$ cat src/rtl/fft_stream_framer_pkg.sv
// Shared FSM encoding and config-word field layout for the FFT stream framer.
package fft_stream_framer_pkg;

    typedef enum logic [1:0] {
        ST_CFG = 2'd0,
        ST_RUN = 2'd1,
        ST_PAD = 2'd2
    } state_t;

    localparam int CFG_FWD_BIT   = 0;
    localparam int CFG_SCALE_LSB = 1;

endpackage

$ cat src/rtl/axis_sync_fifo.sv
// Registered FIFO: data visible one cycle after push. full/vld come from the
// registered occupancy, so a pop frees space for a push only on the next cycle.
module axis_sync_fifo #(
    parameter int W     = 33,
    parameter int DEPTH = 16
) (
    input  logic         clk,
    input  logic         rst,
    input  logic         push,
    input  logic [W-1:0] push_data,
    output logic         full,
    input  logic         pop,
    output logic [W-1:0] pop_data,
    output logic         vld
);
    localparam int AW = $clog2(DEPTH);

    logic [W-1:0]  mem [DEPTH];
    logic [AW-1:0] wr_ptr;
    logic [AW-1:0] rd_ptr;
    logic [AW:0]   count;
    logic          wr_ok;
    logic          rd_ok;

    assign full     = (count == (AW+1)'(DEPTH));
    assign vld      = (count != '0);
    assign wr_ok    = push && !full;
    assign rd_ok    = pop && vld;
    assign pop_data = mem[rd_ptr];

    always_ff @(posedge clk) begin
        if (rst) begin
            wr_ptr <= '0;
            rd_ptr <= '0;
            count  <= '0;
        end else begin
            if (wr_ok) wr_ptr <= wr_ptr + AW'(1);
            if (rd_ok) rd_ptr <= rd_ptr + AW'(1);
            count <= count + (AW+1)'(wr_ok) - (AW+1)'(rd_ok);
        end
    end

    always_ff @(posedge clk) begin
        if (wr_ok) mem[wr_ptr] <= push_data;
    end

endmodule

$ cat src/rtl/fft_stream_framer.sv
// Framing shell around the streaming FFT core: config on reset/request, input tlast
// and zero-pad on flush, buffered output with regenerated tlast, frame and tlast-error tracking.
module fft_stream_framer
    import fft_stream_framer_pkg::*;
#(
    parameter int                 DATA_W    = 32,
    parameter int                 LOG2_N    = 10,
    parameter int                 SCALE_W   = 10,
    parameter int                 CFG_W     = 16,
    parameter logic [SCALE_W-1:0] SCALE_DEF = 10'h2AB,
    parameter int                 OUT_DEPTH = 16
) (
    input  logic               aclk,
    input  logic               areset,
    input  logic               cfg_fwd,
    input  logic [SCALE_W-1:0] cfg_scale,
    input  logic               cfg_update,
    input  logic               flush,
    input  logic [DATA_W-1:0]  s_axis_tdata,
    input  logic               s_axis_tvalid,
    output logic               s_axis_tready,
    output logic [CFG_W-1:0]   fft_cfg_tdata,
    output logic               fft_cfg_tvalid,
    input  logic               fft_cfg_tready,
    output logic [DATA_W-1:0]  fft_in_tdata,
    output logic               fft_in_tvalid,
    input  logic               fft_in_tready,
    output logic               fft_in_tlast,
    input  logic [DATA_W-1:0]  fft_out_tdata,
    input  logic               fft_out_tvalid,
    output logic               fft_out_tready,
    input  logic               fft_out_tlast,
    output logic [DATA_W-1:0]  m_axis_tdata,
    output logic               m_axis_tvalid,
    input  logic               m_axis_tready,
    output logic               m_axis_tlast,
    output logic [31:0]        frame_count,
    output logic               err_tlast
);
    localparam logic [LOG2_N-1:0] CNT_LAST = '1;

    state_t             state;
    state_t             state_nxt;
    logic               cfg_fwd_q;
    logic [SCALE_W-1:0] cfg_scale_q;
    logic               pend;
    logic [LOG2_N-1:0]  in_cnt;
    logic [LOG2_N-1:0]  out_cnt;
    logic [LOG2_N-1:0]  in_cnt_hs;
    logic               blk;
    logic               run_hs;
    logic               in_hs;
    logic               cfg_hs;
    logic               out_hs;
    logic               out_last;
    logic               fifo_full;
    logic               fifo_vld;
    logic [DATA_W:0]    fifo_rd;

    // A pending config is only allowed to cut in on a frame boundary.
    assign blk       = pend && (in_cnt == '0);
    assign run_hs    = s_axis_tvalid && fft_in_tready && !blk;
    assign in_cnt_hs = in_cnt + LOG2_N'(run_hs);
    assign in_hs     = fft_in_tvalid && fft_in_tready;
    assign cfg_hs    = fft_cfg_tvalid && fft_cfg_tready;
    assign out_hs    = fft_out_tvalid && fft_out_tready;
    assign out_last  = (out_cnt == CNT_LAST);
    assign fft_in_tlast = (in_cnt == CNT_LAST);

    always_comb begin
        fft_cfg_tdata = '0;
        fft_cfg_tdata[CFG_FWD_BIT] = cfg_fwd_q;
        fft_cfg_tdata[CFG_SCALE_LSB +: SCALE_W] = cfg_scale_q;
    end

    always_comb begin
        state_nxt      = state;
        fft_cfg_tvalid = 1'b0;
        fft_in_tvalid  = 1'b0;
        fft_in_tdata   = '0;
        s_axis_tready  = 1'b0;
        if (!areset) begin
            case (state)
                ST_CFG: begin
                    fft_cfg_tvalid = 1'b1;
                    if (fft_cfg_tready) state_nxt = ST_RUN;
                end
                ST_RUN: begin
                    fft_in_tdata  = s_axis_tdata;
                    fft_in_tvalid = s_axis_tvalid && !blk;
                    s_axis_tready = fft_in_tready && !blk;
                    if (blk)                             state_nxt = ST_CFG;
                    else if (flush && in_cnt_hs != '0)   state_nxt = ST_PAD;
                end
                ST_PAD: begin
                    fft_in_tvalid = 1'b1;
                    if (fft_in_tready && in_cnt == CNT_LAST)
                        state_nxt = pend ? ST_CFG : ST_RUN;
                end
                default: state_nxt = ST_CFG;
            endcase
        end
    end

    always_ff @(posedge aclk) begin
        if (areset) begin
            state       <= ST_CFG;
            cfg_fwd_q   <= 1'b1;
            cfg_scale_q <= SCALE_DEF;
            pend        <= 1'b0;
            in_cnt      <= '0;
            out_cnt     <= '0;
            err_tlast   <= 1'b0;
            frame_count <= '0;
        end else begin
            state <= state_nxt;
            // An update landing with the config handshake keeps pend so the newer word is resent.
            if (cfg_update) begin
                cfg_fwd_q   <= cfg_fwd;
                cfg_scale_q <= cfg_scale;
                pend        <= 1'b1;
            end else if (cfg_hs) begin
                pend <= 1'b0;
            end
            if (in_hs) in_cnt <= in_cnt + LOG2_N'(1);
            if (out_hs) begin
                out_cnt <= out_cnt + LOG2_N'(1);
                if (fft_out_tlast != out_last) err_tlast <= 1'b1;
            end
            if (m_axis_tvalid && m_axis_tready && m_axis_tlast)
                frame_count <= frame_count + 32'd1;
        end
    end

    axis_sync_fifo #(
        .W     (DATA_W + 1),
        .DEPTH (OUT_DEPTH)
    ) u_out_fifo (
        .clk       (aclk),
        .rst       (areset),
        .push      (out_hs),
        .push_data ({out_last, fft_out_tdata}),
        .full      (fifo_full),
        .pop       (m_axis_tvalid && m_axis_tready),
        .pop_data  (fifo_rd),
        .vld       (fifo_vld)
    );

    assign fft_out_tready = !fifo_full && !areset;
    assign m_axis_tvalid  = fifo_vld && !areset;
    assign m_axis_tdata   = fifo_rd[DATA_W-1:0];
    assign m_axis_tlast   = fifo_rd[DATA_W];

endmodule
$ cat config.mk
export PLATFORM = sky130hd
export DESIGN_NAME = fft_stream_framer
export DESIGN_NICKNAME = d
export VERILOG_FILES = /design/src/rtl/fft_stream_framer_pkg.sv /design/src/rtl/axis_sync_fifo.sv /design/src/rtl/fft_stream_framer.sv
export SDC_FILE = /design/constraint.sdc
export NUM_CORES = 1
export LEC_CHECK = 0
export CAP_MARGIN = 20
export CORE_ASPECT_RATIO = 0.6
export CORE_UTILIZATION = 50
export CTS_CLUSTER_SIZE = 14
export DETAILED_ROUTE_END_ITERATION = 16
export MAX_ROUTING_LAYER = met4
export PLACE_DENSITY = 0.67
export SYNTH_ARGS = -nofsm -noshare
export SYNTH_HDL_FRONTEND = slang
export SYNTH_SLANG_ARGS = --single-unit
$ cat constraint.sdc
create_clock -name aclk -period 7.35 [get_ports aclk]
set_clock_uncertainty 0.1 [all_clocks]
set_input_delay 0.735 -clock aclk [delete_from_list [all_inputs] [get_ports aclk]]
set_output_delay 0.735 -clock aclk [all_outputs]
set_load 0.005 [all_outputs]
==> impl_table.tex <==
\begin{tabular}{lr}
\hline
Metric & Value \\
\hline
\multicolumn{2}{l}{\textbf{Clocking}} \\
\quad CTS tree & done \\
\quad CTS H-Tree Depth & 2 \\
\quad CTS Hold Buffers Added & 0 \\
\quad Clock network latency to the later pin of the worst-skew pair & 0.59 ns \\
\quad Maximum buffer depth of the clock tree & 3 \\
\quad Number of sinks on the clock net & 612 \\
\quad Cell chosen for the clock root & sky130\_fd\_sc\_hd\_\_clkbuf\_16 \\
\quad Post-CTS sizing & 0 \\
\quad Buffers inserted during post-CTS setup optimization & 0 \\
\quad Num CTS Buffers & 55 \\
\quad Register clock-pin slew on the reported worst setup and hold paths & 0.07 ns \\
\multicolumn{2}{l}{\textbf{Placed design}} \\
\quad Number of port buffers & 199 \\
\quad Instance area after placement & 26900 um2 \\
\quad Gpl congestion & 0.826 \\
\quad Post-place setup slack & 3.10 ns \\
\quad HPWL after detailed placement & 29600 um \\
\multicolumn{2}{l}{\textbf{Finish}} \\
\quad Proportion of layout cells with a drive suffix above 1 & 19.3\% \\
\quad Count of filler cells inserted in the layout & 3377 \\
\quad Syn-to-layout area delta & 18.6\% \\
\quad Commonest non-fill, non-tap cell in the layout & sky130\_fd\_sc\_hd\_\_edfxtp\_1 \\
\quad Highest-count cells in the layout ignoring fill and taps & sky130\_fd\_sc\_hd\_\_edfxtp\_1 (528), sky130\_fd\_sc\_hd\_\_clkdlybuf4s50\_1 (198), sky130\_fd\_sc\_hd\_\_mux4\_2 (165) \\
\quad Area of all placed cells without fillers & 28700 um2 \\
\quad Net count reported at finish & 1585 \\
\multicolumn{2}{l}{\textbf{Synthesis}} \\
\quad Flip-flop cell with the highest count after synthesis & sky130\_fd\_sc\_hd\_\_edfxtp\_1 \\
\quad Average instance area after synthesis & 19.1 um2 \\
\quad Total of flip-flops plus latches after synthesis & 612 \\
\quad Number of warnings printed during yosys synthesis & 0 \\
\quad Cell count after synthesis & 1267 \\
\quad Number of synthesized flops with an enable pin & 528 \\
\quad Async set-or-reset flop fraction in the synthesized netlist & 0\% \\
\quad Number of distinct library cells after synthesis & 47 \\
\quad Netlist area before placement & 24200 um2 \\
\quad Proportion of synthesized chip area in sequential cells & 72.6\% \\
\multicolumn{2}{l}{\textbf{Detailed routing}} \\
\quad Count of TritonRoute iterations in the first routing pass & 5 \\
\quad Routed Antenna Nets & 0 \\
\quad Via density per instance & 5.83 \\
\quad Iteration-0 DRC count of the detailed router & 1326 \\
\quad Met2 WL & 23500 um \\
\quad Vias & 12500 \\
\quad Met3 wire length & 3340 um \\
\quad DRC violation count after routing & 0 \\
\quad Drt total wl & 52800 um \\
\quad WL met1 & 25200 um \\
\quad Routed length per instance & 24.6 um \\
\quad Top Metal Used & met4 \\
\multicolumn{2}{l}{\textbf{Floorplan}} \\
\quad Area of the die & 49200 um2 \\
\quad Floorplan die width & 286 um \\
\quad Core Area & 47000 um2 \\
\quad Die height & 172 um \\
\quad Number of I/O pins & 205 \\
\quad Starting utilization of the core area & 51.4\% \\
\quad FP Rows & 61 \\
\multicolumn{2}{l}{\textbf{Worst hold path}} \\
\quad Class of the most critical hold timing path & flop to flop \\
\multicolumn{2}{l}{\textbf{Timing}} \\
\quad TNS Setup & 0 ns \\
\quad Minimum clock period after layout & 4.74 ns \\
\quad Setup repair after global routing missed its margin & false \\
\quad Max-slew headroom at the worst pin & 29.0\% \\
\quad Fin worst setup slack & 2.61 ns \\
\quad Final Max Slew Viols & 0 \\
\quad Final number of setup-violating endpoints & 0 \\
\quad Period Utilization, post-route & 64.5\% \\
\quad Maximum clock frequency & 211 MHz \\
\quad Worst Tran Pin Value & 1.07 ns \\
\quad Final number of hold-violating endpoints & 0 \\
\multicolumn{2}{l}{\textbf{Setup path}} \\
\quad Cell family with the largest share of critical-path delay & multiplexers \\
\quad Cell with the most instances on the worst path & sky130\_fd\_sc\_hd\_\_mux4\_2 \\
\quad Startpoint-to-endpoint class of the critical path & flop to primary output \\
\quad Critical path required time & 6.51 ns \\
\quad Cell at the slowest stage of the critical path & sky130\_fd\_sc\_hd\_\_dfxtp\_4 \\
\quad CP peak stage delay & 0.95 ns \\
\quad Number of buffer and inverter instances along the worst setup path & 2 \\
\quad Endpoint kind of the worst setup timing path & primary output \\
\quad Worst-path fanout max & 88 \\
\quad CP startpoint kind & flop \\
\quad Cell chain of the critical path & buf\_12 -> mux4\_2 -> mux4\_2 -> clkdlybuf4s50\_1 \\
\quad Crit path DAT & 3.90 ns \\
\multicolumn{2}{l}{\textbf{GRT}} \\
\quad Total Routing Usage GR & 22.6\% \\
\quad Vias in the first global route & 12400 \\
\quad Antenna violations before repair & 1 \\
\quad Global-route wire length before repair & 79700 um \\
\quad Pin count of the biggest net entering global routing & 89 \\
\quad Overall overflow remaining after global route & 0 \\
\multicolumn{2}{l}{\textbf{Pwr}} \\
\quad Clock network fraction of total power & 35.1\% \\
\quad Power density of the placed cells & 272 nW/um2 \\
\quad Int Power & 6000 uW \\
\quad Combinational share of power & 14.6\% \\
\quad Worst IR drop on VDD & 0.177 mV \\
\quad Leakage & 0.00909 uW \\
\quad Switching share of total power & 23.1\% \\
\quad Sequential share of power & 50.2\% \\
\quad Net Sw Power & 1810 uW \\
\multicolumn{2}{l}{\textbf{Flow run}} \\
\quad Number of max-capacitance violations reported & 0 \\
\multicolumn{2}{l}{\textbf{Run status}} \\
\quad Outcome & finished, final reports clean \\
\hline
\end{tabular}
[sequential cells by signal (all words and copies together) (netlist names), 2 cells and up, named ones only]
name               count
u_out_fifo.mem       528
frame_count           32
cfg_scale_q           10
in_cnt                10
out_cnt               10
u_out_fifo.count       5
u_out_fifo.rd_ptr      4
u_out_fifo.wr_ptr      4
state                  2
[layer usage]
layer / vias to the layer above / global-route usage, %
li1: 5485 / -
met1: 6603 / 35.0
met4: 0 / 4.19
met3: 56 / 3.47
met5: - / -
met2: 392 / 32.1
[cell type report]
class,instances,area [um2],share of cell area [%]
Multi-Input combinational cell,563,6340,22.1
Tap cell,630,788,2.75
Timing Repair Buffer,222,2190,7.65
Clock inverter,25,215,0.751
Antenna cell,1,2.50,0.00873
Sequential cell,612,17500,61.2
Clock buffer,72,1480,5.17
Inverter,24,90.1,0.314
[path summary, 6_finish.rpt]
path	slack (ns)	from	endpoint	cells after the start
setup / recovery	2.61	flop	m_axis_tdata[11]	4
setup reg to reg	3.53	flop	frame_count[24]$_SDFFE_PP0P_	7
hold reg to reg	0.37	cfg_scale_q[7]$_SDFFE_PP1P_	cfg_scale_q[7]$_SDFFE_PP1P_	2
hold / removal	0.37	cfg_scale_q[7]$_SDFFE_PP1P_	cfg_scale_q[7]$_SDFFE_PP1P_	2
[logic make-up after synthesis]
kind of cell | share of synthesized area (%)
DFF | 72.6
xor gates and xnor gates | 2.10
buffers and inverters | 1.74
other | 0.0155
and+or+nand+nor | 5.65
adders and majority gates | 1.17
muxes | 15.9
AOI/OAI and AO/OA | 0.880
[Yosys cell counts, types with 2 or more instances]
master | number | area share, %
sky130_fd_sc_hd__nor4_1 | 4 | 0.10
sky130_fd_sc_hd__xnor2_1 | 31 | 1.1
sky130_fd_sc_hd__nand2_1 | 38 | 0.59
sky130_fd_sc_hd__nand4_1 | 22 | 0.57
sky130_fd_sc_hd__and2_1 | 3 | 0.078
sky130_fd_sc_hd__nor4bb_1 | 2 | 0.083
sky130_fd_sc_hd__nor2_1 | 87 | 1.4
sky130_fd_sc_hd__nor2b_1 | 2 | 0.052
sky130_fd_sc_hd__mux2i_1 | 12 | 0.50
sky130_fd_sc_hd__or3_1 | 5 | 0.13
sky130_fd_sc_hd__clkbuf_1 | 36 | 0.56
sky130_fd_sc_hd__and3_1 | 43 | 1.1
sky130_fd_sc_hd__inv_1 | 24 | 0.37
sky130_fd_sc_hd__buf_2 | 21 | 0.43
sky130_fd_sc_hd__nor3_1 | 26 | 0.54
sky130_fd_sc_hd__mux4_2 | 165 | 15
sky130_fd_sc_hd__xor2_1 | 27 | 0.98
sky130_fd_sc_hd__dfxtp_1 | 84 | 7.0
sky130_fd_sc_hd__o21ai_0 | 9 | 0.19
sky130_fd_sc_hd__edfxtp_1 | 528 | 66
sky130_fd_sc_hd__a211oi_1 | 3 | 0.093
sky130_fd_sc_hd__nor3b_1 | 2 | 0.062
sky130_fd_sc_hd__nor4b_1 | 2 | 0.072
sky130_fd_sc_hd__a21oi_1 | 12 | 0.25
sky130_fd_sc_hd__nand3_1 | 20 | 0.41
sky130_fd_sc_hd__nand2b_1 | 2 | 0.052
sky130_fd_sc_hd__buf_4 | 7 | 0.22
sky130_fd_sc_hd__ha_1 | 21 | 1.1
sky130_fd_sc_hd__o31ai_1 | 3 | 0.093
sky130_fd_sc_hd__buf_1 | 7 | 0.11
sky130_fd_sc_hd__and4_1 | 3 | 0.11
[tightest hold or removal path, stage by stage, from the launching register on]
cell,delay (ns)
sky130_fd_sc_hd__dfxtp_1,0.32
sky130_fd_sc_hd__mux2i_1,0.07
sky130_fd_sc_hd__nand2_1,0.06
[power by group through the flow]
| stage | Clock [uW] | Sequential [uW] | Combinational (uW) |
|---|---|---|---|
| after floorplan | 0 | 3940 | 755 |
| after global placement | 0 | 4000 | 1130 |
| after detailed placement | 0 | 4000 | 1150 |
| after CTS | 2800 | 3930 | 1160 |
| after global routing | 2930 | 3940 | 1230 |
| final | 2740 | 3920 | 1140 |
[through the flow]
step | cells | util [%] | total power (uW) | hold WS (ns)
2_1_floorplan | 1271 | - | 4690 | 0.343
3_3_place_gp | 2050 | 57.3 | 5130 | 0.356
3_5_place_dp | 2050 | 57.3 | 5150 | 0.364
4_1_cts | 2147 | 60.9 | 7890 | 0.382
5_1_grt | 2149 | 61.0 | 8100 | 0.406
6_report | 2149 | 61.0 | 7810 | 0.372
(Power assumes the default switching activity.)
